File: config.mk
export PLATFORM = sky130hd
export DESIGN_NAME = data_cache
export DESIGN_NICKNAME = d
export VERILOG_FILES = /design/src/rtl/dcache_pkg.sv /design/src/rtl/dcache_array.sv /design/src/rtl/data_cache.sv
export SDC_FILE = /design/constraint.sdc
export NUM_CORES = 1
export LEC_CHECK = 0
export CORE_MARGIN = 2
export CORE_UTILIZATION = 50
export DETAILED_ROUTE_END_ITERATION = 6
export PLACE_DENSITY = 0.82
export SLEW_MARGIN = 25
export SYNTH_ARGS = -nofsm -noshare
export SYNTH_HDL_FRONTEND = slang
export SYNTH_HIERARCHICAL = 1
export SYNTH_SLANG_ARGS = --single-unit
File: constraint.sdc
create_clock -name CLK -period 3.9 [get_ports CLK]
set_clock_uncertainty 0.05 [all_clocks]
set_input_delay 0.78 -clock CLK [delete_from_list [all_inputs] [get_ports CLK]]
set_output_delay 0.78 -clock CLK [all_outputs]
set_load 0.02 [all_outputs]
File: src/rtl/dcache_pkg.sv
// rtl/dcache_pkg.sv - shared types and helpers for the direct-mapped write-through data cache
package dcache_pkg;

    typedef enum logic [1:0] {
        IDLE  = 2'd0,
        FILL  = 2'd1,
        WRITE = 2'd2
    } dcache_state_t;

    // Number of index bits selecting one of SETS one-word lines
    function automatic int index_width(input int sets);
        return $clog2(sets);
    endfunction

    // Tag bits left above the index and the two byte-offset bits
    function automatic int tag_width(input int address_width, input int sets);
        return address_width - $clog2(sets) - 2;
    endfunction

    // Replace the byte lanes selected by be with the matching lanes of new_word
    function automatic logic [31:0] merge_bytes(input logic [31:0] old_word,
                                                input logic [31:0] new_word,
                                                input logic [3:0]  be);
        logic [31:0] merged;
        for (int i = 0; i < 4; i++) begin
            merged[8*i +: 8] = be[i] ? new_word[8*i +: 8] : old_word[8*i +: 8];
        end
        return merged;
    endfunction

endpackage

File: src/rtl/dcache_array.sv
// rtl/dcache_array.sv - valid/tag/data storage with combinational lookup and one write port
module dcache_array
    import dcache_pkg::*;
#(
    parameter  int ADDRESS_WIDTH = 32,
    parameter  int SETS          = 8,
    localparam int IW            = index_width(SETS),
    localparam int TW            = tag_width(ADDRESS_WIDTH, SETS)
) (
    input  logic          clk,
    input  logic          rst,
    input  logic [IW-1:0] lookup_index,
    input  logic [TW-1:0] lookup_tag,
    output logic          lookup_hit,
    output logic [31:0]   lookup_word,
    input  logic          wr_en,
    input  logic          wr_fill,
    input  logic [IW-1:0] wr_index,
    input  logic [TW-1:0] wr_tag,
    input  logic [31:0]   wr_data,
    input  logic [3:0]    wr_be
);

    logic [SETS-1:0] valid_q;
    logic [TW-1:0]   tag_q  [SETS];
    logic [31:0]     data_q [SETS];

    assign lookup_hit  = valid_q[lookup_index] && (tag_q[lookup_index] == lookup_tag);
    assign lookup_word = data_q[lookup_index];

    // Valid bits: cleared by reset, set only by a completed line fill
    always_ff @(posedge clk) begin
        if (rst) begin
            valid_q <= '0;
        end else if (wr_en && wr_fill) begin
            valid_q[wr_index] <= 1'b1;
        end
    end

    // Tag/data: fills overwrite the line, stores merge bytes only into a resident matching line
    always_ff @(posedge clk) begin
        if (wr_en) begin
            if (wr_fill) begin
                tag_q[wr_index]  <= wr_tag;
                data_q[wr_index] <= wr_data;
            end else if (valid_q[wr_index] && (tag_q[wr_index] == wr_tag)) begin
                data_q[wr_index] <= merge_bytes(data_q[wr_index], wr_data, wr_be);
            end
        end
    end

endmodule

File: src/rtl/data_cache.sv
// rtl/data_cache.sv - direct-mapped write-through no-write-allocate data cache (optional DCACHE_STATS_EN hit/miss counters)
module data_cache
    import dcache_pkg::*;
#(
    parameter int DATA_WIDTH    = 32,
    parameter int ADDRESS_WIDTH = 32,
    parameter int SETS          = 8
) (
    input  logic                     CLK,
    input  logic                     RST,
    input  logic [ADDRESS_WIDTH-1:0] A,
    input  logic                     CpuRead,
    input  logic                     WE0,
    input  logic                     WE1,
    input  logic                     WE2,
    input  logic                     WE3,
    input  logic [DATA_WIDTH-1:0]    WD,
    output logic [DATA_WIDTH-1:0]    RD,
    output logic                     Stall,
    output logic                     MemReq,
    output logic                     MemWrite,
    output logic [ADDRESS_WIDTH-1:0] MemAddr,
    output logic [DATA_WIDTH-1:0]    MemWD,
    output logic [3:0]               MemBE,
    input  logic                     MemAck,
    input  logic [DATA_WIDTH-1:0]    MemRD
`ifdef DCACHE_STATS_EN
    ,
    output logic [31:0]              HitCount,
    output logic [31:0]              MissCount
`endif
);

    localparam int IW = index_width(SETS);
    localparam int TW = tag_width(ADDRESS_WIDTH, SETS);

    dcache_state_t            state_q, state_d;
    logic [ADDRESS_WIDTH-1:0] addr_q;
    logic [DATA_WIDTH-1:0]    wd_q;
    logic [3:0]               be_q;

    logic [3:0]               we_vec;
    logic                     store_req;
    logic                     lookup_hit;
    logic [31:0]              lookup_word;
    logic                     wr_en;
    logic                     wr_fill;
    logic [31:0]              wr_data;
    logic [ADDRESS_WIDTH-1:0] aligned_addr;
    logic                     unused_addr_bits;

    assign we_vec           = {WE3, WE2, WE1, WE0};
    assign store_req        = |we_vec;
    assign aligned_addr     = {A[ADDRESS_WIDTH-1:2], 2'b00};
    assign unused_addr_bits = ^A[1:0];

    dcache_array #(
        .ADDRESS_WIDTH (ADDRESS_WIDTH),
        .SETS          (SETS)
    ) u_array (
        .clk          (CLK),
        .rst          (RST),
        .lookup_index (A[IW+1:2]),
        .lookup_tag   (A[ADDRESS_WIDTH-1:IW+2]),
        .lookup_hit   (lookup_hit),
        .lookup_word  (lookup_word),
        .wr_en        (wr_en),
        .wr_fill      (wr_fill),
        .wr_index     (addr_q[IW+1:2]),
        .wr_tag       (addr_q[ADDRESS_WIDTH-1:IW+2]),
        .wr_data      (wr_data),
        .wr_be        (be_q)
    );

    assign MemReq   = (state_q != IDLE);
    assign MemWrite = (state_q == WRITE);
    assign MemAddr  = addr_q;
    assign MemWD    = wd_q;
    assign MemBE    = be_q;

    // Next state, stall, load data and array write strobes; stores win over loads in IDLE
    always_comb begin
        state_d = state_q;
        Stall   = 1'b0;
        RD      = '0;
        wr_en   = 1'b0;
        wr_fill = 1'b0;
        wr_data = wd_q;
        case (state_q)
            IDLE: begin
                if (store_req) begin
                    Stall   = 1'b1;
                    state_d = WRITE;
                end else if (CpuRead) begin
                    if (lookup_hit) begin
                        RD = lookup_word;
                    end else begin
                        Stall   = 1'b1;
                        state_d = FILL;
                    end
                end
            end
            FILL: begin
                if (MemAck) begin
                    RD      = MemRD;
                    wr_en   = 1'b1;
                    wr_fill = 1'b1;
                    wr_data = MemRD;
                    state_d = IDLE;
                end else begin
                    Stall = 1'b1;
                end
            end
            WRITE: begin
                if (MemAck) begin
                    wr_en   = 1'b1;
                    state_d = IDLE;
                end else begin
                    Stall = 1'b1;
                end
            end
            default: state_d = IDLE;
        endcase
        // A reset abandons any in-flight transaction, so nothing may be allocated or merged
        if (RST) begin
            wr_en = 1'b0;
        end
    end

    // State register and memory-side request registers, captured on leaving IDLE
    always_ff @(posedge CLK) begin
        if (RST) begin
            state_q <= IDLE;
            addr_q  <= '0;
            wd_q    <= '0;
            be_q    <= '0;
        end else begin
            state_q <= state_d;
            if (state_q == IDLE && state_d == WRITE) begin
                addr_q <= aligned_addr;
                wd_q   <= WD;
                be_q   <= we_vec;
            end else if (state_q == IDLE && state_d == FILL) begin
                addr_q <= aligned_addr;
            end
        end
    end

`ifdef DCACHE_STATS_EN
    logic [31:0] hit_count_q;
    logic [31:0] miss_count_q;

    // Saturating load hit/miss counters; stores never count
    always_ff @(posedge CLK) begin
        if (RST) begin
            hit_count_q  <= '0;
            miss_count_q <= '0;
        end else begin
            if (state_q == IDLE && !store_req && CpuRead && lookup_hit && hit_count_q != 32'hFFFF_FFFF) begin
                hit_count_q <= hit_count_q + 32'd1;
            end
            if (state_q == IDLE && state_d == FILL && miss_count_q != 32'hFFFF_FFFF) begin
                miss_count_q <= miss_count_q + 32'd1;
            end
        end
    end

    assign HitCount  = hit_count_q;
    assign MissCount = miss_count_q;
`endif

endmodule

# --- Yosys cells after proc, flatten, opt, wreduce, memory -nomap -nowiden ---
# Memories as Yosys holds them, arrays and structs flattened. A register that Yosys moved wholly into a read port is not among the register bits.
# Cells that the tools add are included.
totals:
  reg_bits: 76
  mem_bits_rw: 472
  out_inout_bits: 103
  elab_cells: 86
  memories: 2
op_classes:
  magnitude_cmp: 3
  n_eq_ne: 10
  muxes: 46
  bitwise: 5
  reduce_logical: 15
memory_table:
  columns: ["memory", "depth", "word_bits", "rd", "rd_ports_with_merged_regs", "write_ports", "line", "source"]
  rows:
  - ["u_array.data_q", 8, 32, 1, 0, 1, "dcache_array.sv:26", "logic [31:0] data_q [SETS];"]
  - ["u_array.tag_q", 8, 27, 2, 1, 1, "dcache_array.sv:25", "logic [TW-1:0] tag_q [SETS];"]
op_table:
  columns: ["operator", "n"]
  rows:
  - ["$mux W32", 8]
  - ["$mux W8", 8]
  - ["$pmux W32 S2", 1]
  - ["$eq A27 B27 Y1", 2]
  - ["$mux W1", 18]
  - ["$lt A3 B4 Y1 const B", 2]
  - ["$mux W2", 4]
  - ["$or A8 B8 Y8", 1]
  - ["$reduce_and A2 Y1", 4]
  - ["$bmux W1 S3", 2]
  - ["$logic_and A1 B1 Y1", 6]
  - ["$mux W3", 2]
  - ["$eq A2 B1 Y1 const B", 2]
  - ["$eq A2 B2 Y1 const B", 2]
  - ["$ne A1 B1 Y1 const B", 4]
  - ["$or A1 B1 Y1", 4]
  - ["$pmux W2 S2", 1]
  - ["$reduce_bool A2 Y1", 2]
  - ["$reduce_or A4 Y1", 1]
  - ["$demux W1 S3", 1]
  - ["$ge A3 B1 Y1 const B", 1]
  - ["$logic_not A2 Y1", 1]
  - ["$pmux W1 S2", 1]
  - ["$reduce_or A2 Y1", 1]

# --- Depth between registers and ports, before layout ---
logic_depth:
  ltp_word: 13
  mapped_depth: 15
  depth_no_buf: 11

# --- By module ---
# The synthesis kept the hierarchy.
by_module_without_submodules:
  columns: ["module", "instances", "cells_each", "area_per_inst_um2"]
  rows:
  - ["dcache_array", 1, 1086, 20805.0]
  - ["data_cache", 1, 357, 3558.4]

# --- Worst setup path before layout ---
# No wires, ideal clock.
synth_timing:
  path_kind: "input to output"
  start: "in A[2]"
  end: "out RD[0]"
  t_arrival_ns: 3.495
  setup_slack_ns: -0.425
  cell_stages: 11
  n_path_buf: 2
  path_cell_list: "buf_1 > mux4_2 > mux2i_1 > xnor2_1 > nor4_1 > nand4_1 > nor4_1 > nand2_1 > nor3_2 > buf_2 > a22o_1"
synth_between:
  elab_chain_cells: 7
synth_rtl:
  columns: ["element", "line", "source"]
  rows:
  - ["start, declared", "data_cache.sv:11", "input logic [ADDRESS_WIDTH-1:0] A,"]
  - ["$mem_v2 Z8 W27 / $bmux W1 S3 (equally long branches)", null, null]
  - ["$eq A27 B27 Y1 / $mux W1 (equally long branches)", "dcache_array.sv:28", "assign lookup_hit = valid_q[lookup_index] && (tag_q[lookup_index] == lookup_tag);"]
  - ["$logic_and A1 B1 Y1 (*)", "dcache_array.sv:28", null]
  - ["net lookup_hit", "data_cache.sv:44", "logic lookup_hit;"]
  - ["$mux W32 (*)", "data_cache.sv:95", "if (lookup_hit) begin"]
  - ["$mux W32 (*)", "data_cache.sv:94", "end else if (CpuRead) begin"]
  - ["$mux W32 (*)", "data_cache.sv:91", "if (store_req) begin"]
  - ["$pmux W32 S2 (*)", "data_cache.sv:89", "case (state_q)"]
  - ["end, declared", "data_cache.sv:18", "output logic [DATA_WIDTH-1:0] RD,"]
# Mark *: on every way through the listed nets, which the timed path passes. The rest lies on a longest branch. The select of a mux whose other input is x is not followed.

# --- Final worst setup path ---
layout_timing:
  start: "in A[2]"
  end: "out RD[26]"
# The elaborated chain is that of the path after synthesis.

==> metrics.yaml <==
path_class: "in2out"
drv_slew: 0
clock_latency_ps: 610
ctsHoldBuffers: 0
crit_family: "buffers and inverters"
hold_depth: 2
synth_edf_count: 472
wl_per_cell_um: 26.19
synthesis.area_sq_um: 24360
cp-start-kind: "input port"
drt-met1-wl_um: 23890
firstDrtPassIters: 6
die_width_um: 224.7
max_slew.worst_pin.slew_ps: 779.2
clockBufferDepth: 3
met3_length_um: 5445
clkSlewWorstSetupHoldPaths_ps: 60
highest_layer: "met4"
synth.distinct_cells: 59
nNetsFinal: 1856
stdcell_area_sq_um: 30450
final_antenna_net_count: 0
violations: "negative setup slack"
clkSinkCount: 548
syn_inst: 1443
max-cap-violations: 0
syn_avg_cell_area_sq_um: 16.88
grt_pass1_wl_um: 92360
hold_viol: 0
drc_errors: 0
reg2reg_depth: 15
cp_cell_sequence: "buf_16 -> buf_16 -> buf_4 -> buf_4 -> mux4_2 -> mux2i_1 -> xor2_1 -> nand4_1 -> nor4_4 -> nand2_2 -> nor3_4 -> buf_6 -> buf_8 -> buf_12 -> a22o_1 -> buf_6"
cts_tree: "built"
regToRegSetupSlack_ps: -40
finalWorstSetupSlack_ps: -751.1
worstPathMaxFanout: 8
whs_endpoint: "u_array/valid_q[0]"
dieHeight_um: 224.7
area_growth_pct: 25.00
overflow: 0
ys_warn_count: 6
dp_hpwl_um: 38010
drt_iter0_markers: 1802
synth-seq-cells: 548
max_freq_mhz: 215.0
final_layout_size_suffix_gt1_share_pct: 29.28
cp-end-kind: "output port"
pre_cts_ws_ps: -1367
wl_um: 63130
rsz0062_at_grt: "yes"
port_buffers: 202
fin_crit_sh_pct: 119.3
leakagePower_nw: 10.88
ios: 207
globalplace.congestion: 0.8370
post-place-cells: 2277
r2r-start: "u_array/tag_q[2][23]"
critical_path.max_stage_delay_ps: 490
synthArstFlopShare_pct: 0
grt_pass1_vias: 15140
reg2reg_to: "MemWD[7]"
wl_met2_um: 31820
die_area_sq_um: 50510
seq_area_frac_synth_pct: 64.42
cp_slowest_cell: "mux4_2"
ir_drop_mv: 0.3465
antenna_found_initial: 1
relSlewSlack_pct: 48.05
final.min_clock_period_ps: 4651
worst-endpoint-arrival_ps: 3820
fp-row-count: 80
grt_max_degree: 58
hold_path.class: "reg2reg"
setup_violations: 43
power_density_nw_per_um2: 440.7
numCtsBuffers: 54
vias_per_cell: 6.214
placedInstanceArea_sq_um: 27910
htree_levels: 2
min-delay-start: "u_array/valid_q[0]"
tns_ps: -22810
start_util_pct: 50.81
coreArea_sq_um: 47950
run_status: "complete, but fails checks"
root_buffer: "clkbuf_16"
grt_util_all_layers_pct: 24.37
cp.buffers_inverters: 8
ys.flop_type: "edfxtp_1"
crit_required_ps: 3070
final_cells: 2411
num_vias: 14980
logic make-up after synthesis:
logic type	after synthesis	share of synthesized area, %
buf+inv	105	2.193
mux	371	22.41
xor+xnor	31	1.114
compound gates	156	4.427
flops	548	64.42
simple gates	227	5.213
fa+ha+maj	4	0.2054
other cells	1	0.01539
worst max-delay path by stage:
| stage | from | to | slack (ps) | depth (start not counted) |
|---|---|---|---|---|
| CTS | u_array/tag_q[2][16] | RD[26] | -740 | 13 |
| detailed placement | A[2] | RD[26] | -1370 | 13 |
| global route | u_array/tag_q[2][23] | RD[25] | -870 | 13 |
| floorplan | A[2] | RD[0] | 4 | 12 |
| finish | A[2] | RD[26] | -750 | 16 |
| global placement | A[2] | RD[25] | -1370 | 13 |
per-layer routing:
metal  vias up  global-route usage (%)
li1       6405                       -
met1      7621                   31.83
met2       822                   41.25
met3       134                   4.977
met4         0                   7.691
met5         -                       0
synth_stat cells (5+ instances only):
library cell | instances | area (sq um)
buf_2 | 22 | 110.1
buf_1 | 8 | 30.03
a22o_1 | 32 | 280.3
o21ai_0 | 27 | 135.1
mux4_2 | 130 | 2928
mux2i_1 | 169 | 1692
inv_1 | 14 | 52.55
nand3_1 | 12 | 60.06
o21ai_1 | 9 | 45.04
a21oi_1 | 22 | 110.1
edfxtp_1 | 472 | 14170
xor2_1 | 13 | 113.9
xnor2_1 | 18 | 157.7
dfxtp_1 | 76 | 1521
nor2_1 | 53 | 198.9
nand2b_1 | 67 | 419.2
o22a_1 | 5 | 43.79
a22oi_1 | 36 | 270.3
buf_4 | 9 | 67.56
and3_1 | 17 | 106.4
mux2_2 | 70 | 788.3
nor4_1 | 10 | 62.56
nand2_1 | 34 | 127.6
clkbuf_1 | 44 | 165.2
o22ai_1 | 7 | 43.79
flip-flops by register name, summed over array words and instances (netlist names):
name / count
MemWD: 32
MemAddr: 30
u_array/valid_q: 8
u_array/data_q: 256
MemBE: 4
u_array/tag_q: 216
state_q: 2
report_power, final:
part | leakage (nW) | internal [mW] | total [mW] | switching [mW]
Combinational | 5.02 | 0.728 | 1.50 | 0.772
Clock | 0.890 | 3.12 | 5.33 | 2.20
Sequential | 4.98 | 6.47 | 6.59 | 0.122
Total | 10.9 | 10.3 | 13.4 | 3.10
placed cells by master, fill, tap and decap left out, types with 33 or more instances in the layout:
master / n
nand2b_1: 66
clkdlybuf4s50_1: 165
mux4_2: 130
clkbuf_16: 58
mux2_2: 70
nor2_1: 52
mux2i_1: 162
buf_6: 43
dfxtp_1: 75
buf_4: 104
a22oi_1: 35
edfxtp_1: 472
nand2_1: 33
layout make-up:
cell class	instances	area [sq um]
fillers	3212	17490
flip-flops and latches	548	15700
multi-input cells	791	8576
repair buffers	338	3515
clock buffers	74	1516
well taps	615	769.5
clock inverters	27	315.3
inverters	15	56.30
diodes	3	7.507
worst reg2reg max path: stages (launching register included):
cell	delay, ps
edfxtp_1	430
mux4_2	480
mux2i_1	180
xnor2_1	130
nor4_2	350
nand4_1	240
nor4_4	400
buf_4	170
nand2b_4	120
buf_6	110
nand3_4	80
a221oi_4	390
buf_4	190
buf_12	160
mux2i_1	270
nor2_1	60
stage by stage:
step / power (mW) / hold WS (ps) / util, %
after floorplan: 7.535 / 393.4 / -
after global placement: 8.051 / 413.1 / 58.22
after detailed placement: 8.086 / 416.8 / 58.22
after CTS: 13.39 / 433.6 / 62.73
after global routing: 13.80 / 467.6 / 63.50
final: 13.42 / 436.4 / 63.52
timing repair:
| action | CTS | global route |
|---|---|---|
| cloned | 6 | 6 |
| endpoints found under the setup margin | 56 | 185 |
| buffers inserted | 3 | 15 |
| resized for setup | 221 | 32 |
| pin swaps | 11 | 16 |
No activity file was read; power rests on OpenSTA's default activity.
